**src/rtl/frame_sel_ctrl_pkg.sv**
```systemverilog
// -----------------------------------------------------------------------------
// frame_sel_ctrl_pkg
//
// Shared definitions for the frame-select controller:
//   - state_t      : controller state encodings (S_PAUSE / S_RUN / S_WAIT)
//   - OVR_CNT_W    : width of the overrun event counter
//   - CH_*         : channel indices into the input synchroniser bank
//   - is_pow2()    : elaboration-time helper used to choose shift vs multiply
//                    for the frame base address
// -----------------------------------------------------------------------------
package frame_sel_ctrl_pkg;

    typedef enum logic [1:0] {
        S_PAUSE = 2'd0,
        S_RUN   = 2'd1,
        S_WAIT  = 2'd2
    } state_t;

    // Overrun counter width; the counter saturates at its all-ones value.
    localparam int OVR_CNT_W = 8;

    // Synchroniser bank channel assignment.
    localparam int NUM_SYNC_CH = 3;
    localparam int CH_TICK     = 0;
    localparam int CH_STEP     = 1;
    localparam int CH_RUN      = 2;

    function automatic bit is_pow2(input int value);
        return (value > 0) && ((value & (value - 1)) == 0);
    endfunction

endpackage

```
**src/rtl/sync_edge_det.sv**
```systemverilog
// -----------------------------------------------------------------------------
// sync_edge_det
//
// Two-flop synchroniser followed by an edge register for rising-edge detect.
// The input is sampled on edge 1, becomes the synchronised level after edge 2,
// and the rise pulse is high for exactly one cycle between edges 2 and 3.
//
// Ports:
//   clk      in   sampling clock
//   rst      in   asynchronous reset, active-high (all flops cleared)
//   async_in in   asynchronous level input
//   sync_lvl out  synchronised level
//   rise     out  one-cycle pulse on a 0->1 transition of sync_lvl
// -----------------------------------------------------------------------------
module sync_edge_det (
    input  logic clk,
    input  logic rst,
    input  logic async_in,
    output logic sync_lvl,
    output logic rise
);

    logic meta_reg;
    logic sync_reg;
    logic edge_reg;

    always_ff @(posedge clk or posedge rst) begin
        if (rst) begin
            meta_reg <= 1'b0;
            sync_reg <= 1'b0;
            edge_reg <= 1'b0;
        end else begin
            meta_reg <= async_in;
            sync_reg <= meta_reg;
            edge_reg <= sync_reg;
        end
    end

    assign sync_lvl = sync_reg;
    // Because the flops clear to 0, an input held high through reset release
    // produces one rise pulse once it reaches sync_reg.
    assign rise     = sync_reg & ~edge_reg;

endmodule

```
**src/rtl/frame_sel_ctrl.sv**
```systemverilog
// -----------------------------------------------------------------------------
// frame_sel_ctrl
//
// Consumer of the slow (2 Hz) frame tick. The tick, the step button and the
// run/pause switch are resynchronised into the clk_in domain. Each accepted
// event advances a circular frame index; the matching base address is offered
// to the frame reader with a req/ack handshake.
//
// States:
//   S_PAUSE : paused=1; run_en high -> S_RUN (wins over a step); step -> advance
//   S_RUN   : paused=0; tick -> advance (wins over run_en low); run_en low -> S_PAUSE
//   S_WAIT  : frame_req=1, index/base frozen, paused holds its source value;
//             frame_ack returns to S_RUN/S_PAUSE according to run_en
//
// Optional feature, macro FRAME_SEL_OVERRUN_EN:
//   defined   -> overrun_cnt counts events dropped in S_WAIT (saturating at 255,
//                cleared only by rst)
//   undefined -> overrun_cnt is tied to 0; events in S_WAIT are still dropped
//
// Ports:
//   clk_in        in   50 MHz system clock
//   rst           in   asynchronous reset, active-high
//   frame_tick_in in   slow frame clock, asynchronous
//   run_en        in   1 = auto-advance, 0 = paused, asynchronous
//   step_req      in   debounced step button level, asynchronous
//   frame_ack     in   reader has latched frame_base
//   frame_req     out  frame_base valid, held until acknowledged
//   frame_idx     out  current frame index
//   frame_base    out  frame_idx * FRAME_LEN
//   paused        out  1 while paused (held through S_WAIT)
//   overrun_cnt   out  dropped advance events
// -----------------------------------------------------------------------------
module frame_sel_ctrl
    import frame_sel_ctrl_pkg::*;
#(
    parameter int NUM_FRAMES  = 8,
    parameter int FRAME_IDX_W = 3,
    parameter int FRAME_LEN   = 512,
    parameter int ADDR_W      = 12
) (
    input  logic                   clk_in,
    input  logic                   rst,
    input  logic                   frame_tick_in,
    input  logic                   run_en,
    input  logic                   step_req,
    input  logic                   frame_ack,
    output logic                   frame_req,
    output logic [FRAME_IDX_W-1:0] frame_idx,
    output logic [ADDR_W-1:0]      frame_base,
    output logic                   paused,
    output logic [OVR_CNT_W-1:0]   overrun_cnt
);

    localparam bit LEN_IS_POW2 = is_pow2(FRAME_LEN);
    localparam int LEN_SHIFT   = $clog2(FRAME_LEN);

    // -------------------------------------------------------------------------
    // Input conditioning
    // -------------------------------------------------------------------------
    logic [NUM_SYNC_CH-1:0] async_vec;
    logic [NUM_SYNC_CH-1:0] sync_lvl;
    logic [NUM_SYNC_CH-1:0] sync_rise;

    assign async_vec[CH_TICK] = frame_tick_in;
    assign async_vec[CH_STEP] = step_req;
    assign async_vec[CH_RUN]  = run_en;

    genvar gi;
    generate
        for (gi = 0; gi < NUM_SYNC_CH; gi++) begin : g_sync
            sync_edge_det u_sync (
                .clk      (clk_in),
                .rst      (rst),
                .async_in (async_vec[gi]),
                .sync_lvl (sync_lvl[gi]),
                .rise     (sync_rise[gi])
            );
        end
    endgenerate

    logic tick_rise;
    logic step_rise;
    logic run_en_s;

    assign tick_rise = sync_rise[CH_TICK];
    assign step_rise = sync_rise[CH_STEP];
    assign run_en_s  = sync_lvl[CH_RUN];

    // Tick/step are edge-driven and run_en is level-driven; the remaining
    // synchroniser outputs are intentionally left unused.
    logic unused_sync;
    assign unused_sync = &{1'b0, sync_lvl[CH_TICK], sync_lvl[CH_STEP], sync_rise[CH_RUN]};

    // -------------------------------------------------------------------------
    // Controller registers
    // -------------------------------------------------------------------------
    state_t                 state_reg,  state_next;
    logic [FRAME_IDX_W-1:0] idx_reg,    idx_next;
    logic [ADDR_W-1:0]      base_reg,   base_next;
    logic                   req_reg,    req_next;
    logic                   paused_reg, paused_next;

    // Candidate index/base for an advance, computed from the current index.
    logic [FRAME_IDX_W-1:0] idx_adv;
    logic [ADDR_W-1:0]      base_adv;

    assign idx_adv = (idx_reg == FRAME_IDX_W'(NUM_FRAMES - 1)) ? '0
                                                               : idx_reg + FRAME_IDX_W'(1);

    generate
        if (LEN_IS_POW2) begin : g_base_shift
            assign base_adv = ADDR_W'(idx_adv) << LEN_SHIFT;
        end else begin : g_base_mult
            assign base_adv = ADDR_W'(32'(idx_adv) * 32'(FRAME_LEN));
        end
    endgenerate

    always_ff @(posedge clk_in or posedge rst) begin
        if (rst) begin
            state_reg  <= S_PAUSE;
            idx_reg    <= '0;
            base_reg   <= '0;
            req_reg    <= 1'b0;
            paused_reg <= 1'b1;
        end else begin
            state_reg  <= state_next;
            idx_reg    <= idx_next;
            base_reg   <= base_next;
            req_reg    <= req_next;
            paused_reg <= paused_next;
        end
    end

    always_comb begin
        logic advance;

        state_next  = state_reg;
        idx_next    = idx_reg;
        base_next   = base_reg;
        req_next    = req_reg;
        paused_next = paused_reg;
        advance     = 1'b0;

        case (state_reg)
            S_PAUSE: begin
                paused_next = 1'b1;
                req_next    = 1'b0;
                // Leaving pause wins over a simultaneous step press.
                if (run_en_s) begin
                    state_next  = S_RUN;
                    paused_next = 1'b0;
                end else if (step_rise) begin
                    advance    = 1'b1;
                    state_next = S_WAIT;
                end
            end

            S_RUN: begin
                paused_next = 1'b0;
                req_next    = 1'b0;
                // A tick arriving with the switch falling still advances;
                // the pause is taken when the handshake completes.
                if (tick_rise) begin
                    advance    = 1'b1;
                    state_next = S_WAIT;
                end else if (!run_en_s) begin
                    state_next  = S_PAUSE;
                    paused_next = 1'b1;
                end
            end

            S_WAIT: begin
                req_next = 1'b1;
                if (frame_ack) begin
                    req_next = 1'b0;
                    if (run_en_s) begin
                        state_next  = S_RUN;
                        paused_next = 1'b0;
                    end else begin
                        state_next  = S_PAUSE;
                        paused_next = 1'b1;
                    end
                end
            end

            default: begin
                // Unused encoding: recover to a safe idle state.
                state_next  = S_PAUSE;
                paused_next = 1'b1;
                req_next    = 1'b0;
            end
        endcase

        if (advance) begin
            idx_next  = idx_adv;
            base_next = base_adv;
            req_next  = 1'b1;
        end
    end

    assign frame_req  = req_reg;
    assign frame_idx  = idx_reg;
    assign frame_base = base_reg;
    assign paused     = paused_reg;

    // -------------------------------------------------------------------------
    // Overrun counter
    // -------------------------------------------------------------------------
`ifdef FRAME_SEL_OVERRUN_EN
    logic [OVR_CNT_W-1:0] ovr_reg, ovr_next;
    logic                 drop_evt;

    // Only the event relevant to the mode we came from counts: ticks while
    // running, step presses while paused.
    assign drop_evt = (state_reg == S_WAIT) && (paused_reg ? step_rise : tick_rise);

    always_comb begin
        ovr_next = ovr_reg;
        if (drop_evt && (ovr_reg != '1)) begin
            ovr_next = ovr_reg + OVR_CNT_W'(1);
        end
    end

    always_ff @(posedge clk_in or posedge rst) begin
        if (rst) begin
            ovr_reg <= '0;
        end else begin
            ovr_reg <= ovr_next;
        end
    end

    assign overrun_cnt = ovr_reg;
`else
    assign overrun_cnt = '0;
`endif

endmodule

```
**config.mk**
```make
export PLATFORM = sky130hd
export DESIGN_NAME = frame_sel_ctrl
export DESIGN_NICKNAME = d
export VERILOG_FILES = /design/src/rtl/frame_sel_ctrl_pkg.sv /design/src/rtl/sync_edge_det.sv /design/src/rtl/frame_sel_ctrl.sv
export SDC_FILE = /design/constraint.sdc
export NUM_CORES = 1
export LEC_CHECK = 0
export ABC_CLOCK_PERIOD_IN_PS = 2300
export CORE_UTILIZATION = 35
export CTS_BUF_LIST = sky130_fd_sc_hd__clkbuf_4
export DETAILED_ROUTE_END_ITERATION = 7
export PLACE_DENSITY = 0.74
export SYNTH_ARGS = -nofsm -noshare
export SYNTH_HDL_FRONTEND = slang
export SYNTH_SLANG_ARGS = --single-unit
```
**constraint.sdc**
```tcl
create_clock -name clk_in -period 2.3 [get_ports clk_in]
set_clock_uncertainty 0.05 [all_clocks]
set_input_delay 0.69 -clock clk_in [delete_from_list [all_inputs] [get_ports clk_in]]
set_output_delay 0.69 -clock clk_in [all_outputs]
set_load 0.05 [all_outputs]
```
Word level (Yosys, flattened, before mapping)

Cells that the tools add are included.

Add/sub/neg operators: 1
Multipliers: 0
Div/mod/pow operators: 0
Magnitude comparators: 0
Equality and inequality tests: 6
Shift operators: 0
Mux-type cells: 19
Bitwise logic cells: 4
Reductions and logical operators: 2

Operators by type and width:

| operator                                             | number |
|---|---|
| two-way mux 1 bit                                    | 10 |
| two-way mux 2 bit                                    | 5 |
| case mux 2 bit (3 select lines)                      | 1 |
| adder 3 x 1 -> 3 bit (second input constant)         | 1 |
| equality test 3 bit (second input constant)          | 1 |
| two-way mux 3 bit                                    | 1 |
| != test 3 x 1 -> 1 bit (second input constant)       | 1 |
| != test 3 bit (second input constant)                | 1 |
| case mux 1 bit (3 select lines)                      | 1 |
| AND reduction 3 bit                                  | 1 |
| bitwise AND 1 bit                                    | 2 |
| equality test 2 x 1 -> 1 bit (second input constant) | 1 |
| equality test 2 bit (second input constant)          | 1 |
| logical NOT 2 bit                                    | 1 |
| != test 2 bit (second input constant)                | 1 |
| NOT 1 bit                                            | 2 |
| case mux 1 bit (2 select lines)                      | 1 |

Register bits after elaboration: 15
Latch bits: 0
Bits in writable memories: 0
ROM bits: 0
Input port bits: 6
Output and inout bits: 25
Memories: 0

Depth between registers and ports, before layout

Depth after elaboration: 6
Depth in mapped cells: 4
Mapped depth without buffers: 4

Hierarchy

A second synthesis with hierarchy kept.

Cell total of the unflattened synthesis: 62
Area, all modules: 772.0 µm²

By module, submodules not included:

| module         | instances | cells an instance | area an instance (µm²) | seq. area each (µm²) |
|---|---|---|---|---|
| frame_sel_ctrl | 1         | 47                | 494.2                  | 176.4 |
| sync_edge_det  | 3         | 5                 | 92.6                   | 75.1 |

Least setup slack after synthesis

No wires, ideal clock.

Path kind: register to output
From: register frame_base[9] (netlist name)
To: output port frame_idx[0]
Arrival: 0.941 ns
Data required time: 1.560 ns
Setup slack: 0.619 ns
Stages on the path, launching flop included: 2
Cell sequence: dfrtp_1 buf_4

RTL lines:

| element          | line                 | text |
|---|---|---|
| end: declaration | frame_sel_ctrl.sv:48 | `output logic [FRAME_IDX_W-1:0] frame_idx,` |

Worst setup path after layout

From: register base_reg[10] (netlist: frame_base[10])
To: output port frame_base[10]

RTL lines:

| element                  | line                  | text |
|---|---|---|
| start: declaration       | frame_sel_ctrl.sv:99  | `logic [ADDR_W-1:0] base_reg, base_next;` |
| start signal: assignment | frame_sel_ctrl.sv:128 | `base_reg <= base_next;` |
| end: declaration         | frame_sel_ctrl.sv:49  | `output logic [ADDR_W-1:0] frame_base,` |

No word-level cell between the ends.

==> metrics.txt <==
Port-buffer cells=13; Max-Cap Viols=0; worst hold path type=reg2reg; Worst path slowest cell=clkdlybuf4s50_1; Initial Utilization=roughly two fifths; number of global-route vias before repair=320; combinational power share=48.2%; minimum clock period after layout=between 2 and 2.5 ns; GRT Overall Usage=about a tenth; DR WL met2=287 µm; first-pass GRT wire length=1280 µm; Synth area leader=dfrtp_1; Seq/Total Area, Yosys=between 50% and 60%; fin crit share=approximately 97%; placed cell areas=between 700 and 800 µm²; NetSw=about 0.44 mW; worst path bufs/invs=1; final design utilization=44.2%; Layout area overhead=13.8%; TNS Setup=0 ns; Post-CTS Repair Setup Buffers=0; internal power component=approximately 0.53 mW; Max clock buf depth=2; Total Wirelength=roughly 730 µm; placed wire-length estimate=about 540 µm; sequential share of power=a little over a third; # H-tree levels=1; metal3 WL=around 85 µm; Max Clock Freq=approximately 450 MHz; die extent in y=about 47 µm; Sw Share=a little under half; Die Wd=between 40 and 50 µm; Cells after Synth=between 50 and 60; Clock Latency Late Sink=0.28 ns; cts bufs inserted=3; most frequent cells in the layout=conb_1, dfrtp_1, clkdlybuf4s50_1; Iter 0 DRT Violations=2; final hold vios=0; number of I/O pins=31; largest net degree at the start of global routing=16; ant diodes=0; Syn Area/Cell=between 10 and 15 µm²; placer congestion estimate=0.767; total power=between 0.9 and 1 mW; Clock Root Buffer=clkbuf_4; core footprint=approximately 1800 µm²; flops & latches, synth=15; largest cells by area after synthesis=dfrtp_1, buf_4, mux2_2; Max stage delay on crit path=a little over 0.8 ns; fin cells=94; row cnt=15; Via Count=between 300 and 400; Layout Cell Area excl Fill=roughly 800 µm²; VDD IR-drop max=~1.2 mV; status=completed; CP endpoint kind=output port; DRC Markers=0; leakage=around 0.4 nW; highest routed layer=met4; most common cell after layout, fill and taps aside=conb_1; family with the most delay on the worst path=buffers and inverters; Layout Nets=78; Overflow after GRT=0; initial antenna violation count=0; crit start category=flip-flop; crit-path max FO=4; CP Data Required Time=between 1.5 and 2 ns; DR WL/cell=a little under 8 µm; Pre-antenna DRT Iters=2; die area=~2200 µm²; pre-CTS WS=0.369 ns; Slew headroom=64.7%; worst setup margin=roughly 0.07 ns; Filler cells=between 150 and 200; crit path cell chain=clkdlybuf4s50_1; Pins Over Slew Limit=0; unrepaired setup endpoints after global routing=false; Clock power frac=roughly 16%; pwr dens=between 1000 and 1500 nW/µm²; Mapped Area=~700 µm²; via-per-instance ratio=between 4 and 5; CTS tree=yes; Post-DRT Antenna Nets=0; dpl cells=90; CTS sink cnt=15; Tightest Pin Transition=0.529 ns; WP data arrival=1.49 ns; Worst Setup Path Type=reg2out; layout cells sized above 1=approximately 22%; M1 WL=~330 µm; final setup violation count=0; Synth top area share=roughly half; Ys Warns=0; hold_ws=0.300 ns; Clock transition at path regs=around 0.08 ns; library cells used by synthesis=17
## synthesized netlist by cell type
master,number
buf_4,20
dfrtp_1,14
inv_1,3
mux2_2,3
a21o_2,2
ha_1,2
nor2_1,2
a21oi_1,1
a21oi_4,1
and2_1,1
conb_1,1
dfstp_2,1
mux2i_1,1
nand3b_1,1
o22ai_1,1
o2bb2ai_1,1
or4b_4,1
## layout make-up
cell class                 instances  area [µm²]  area share (%)
timing repair buffer              13         125            15.7
inverter                           3        11.3            1.42
multi-input combinational         34         221            27.8
tap                               25        31.3            3.93
clock buffer                       4        30.0            3.77
sequential                        15         377            47.3
## power by group through the flow
stage	clock, mW	combinational (mW)	sequential, mW
after floorplan	0	0.293	0.458
after global routing	0.181	0.491	0.353
after global placement	0	0.467	0.351
final	0.156	0.467	0.346
after detailed placement	0	0.470	0.354
after CTS	0.167	0.472	0.349
## metal layers
metal | vias to the layer above | track usage, %
li1 | 174 | -
met1 | 171 | 10.2
met2 | 32 | 12.8
met3 | 4 | 5.88
met4 | 0 | 8.57
met5 | - | 0
## worst paths after layout
check                      slack (ns)                             endpoint                                 from  cells past startpoint
setup / recovery                 0.07                       frame_base[10]           frame_base[10]$_DFFE_PP0P_                      1
hold / removal                   0.30  g_sync[2].u_sync.sync_lvl$_DFF_PP0_  g_sync[2].u_sync.meta_reg$_DFF_PP0_                      0
setup reg to reg                 0.56           frame_base[10]$_DFFE_PP0P_             state_reg[0]$_DFFE_PP0P_                      3
hold reg to reg                  0.30  g_sync[2].u_sync.sync_lvl$_DFF_PP0_  g_sync[2].u_sync.meta_reg$_DFF_PP0_                      0
max in group asynchronous        1.14                   paused$_DFFE_PP1P_                                  rst                      2
min in group asynchronous        0.70  g_sync[2].u_sync.sync_lvl$_DFF_PP0_                                  rst                      2
## logic make-up after synthesis
logic type / after synthesis / share of synthesized area (%)
compound gates: 6 / 7.69
flops: 15 / 53.8
buf+inv: 23 / 23.1
simple gates: 5 / 5.01
fa+ha+maj: 2 / 3.58
other cells: 1 / 0.536
mux: 4 / 6.26
## repair_timing
action / in CTS / in global routing
setup endpoints to repair: 0 / 2
hold buffers: 0 / 0
endpoints found under the hold margin: 0 / 0
resized for setup: 0 / 1
(Power assumes the default switching activity.)
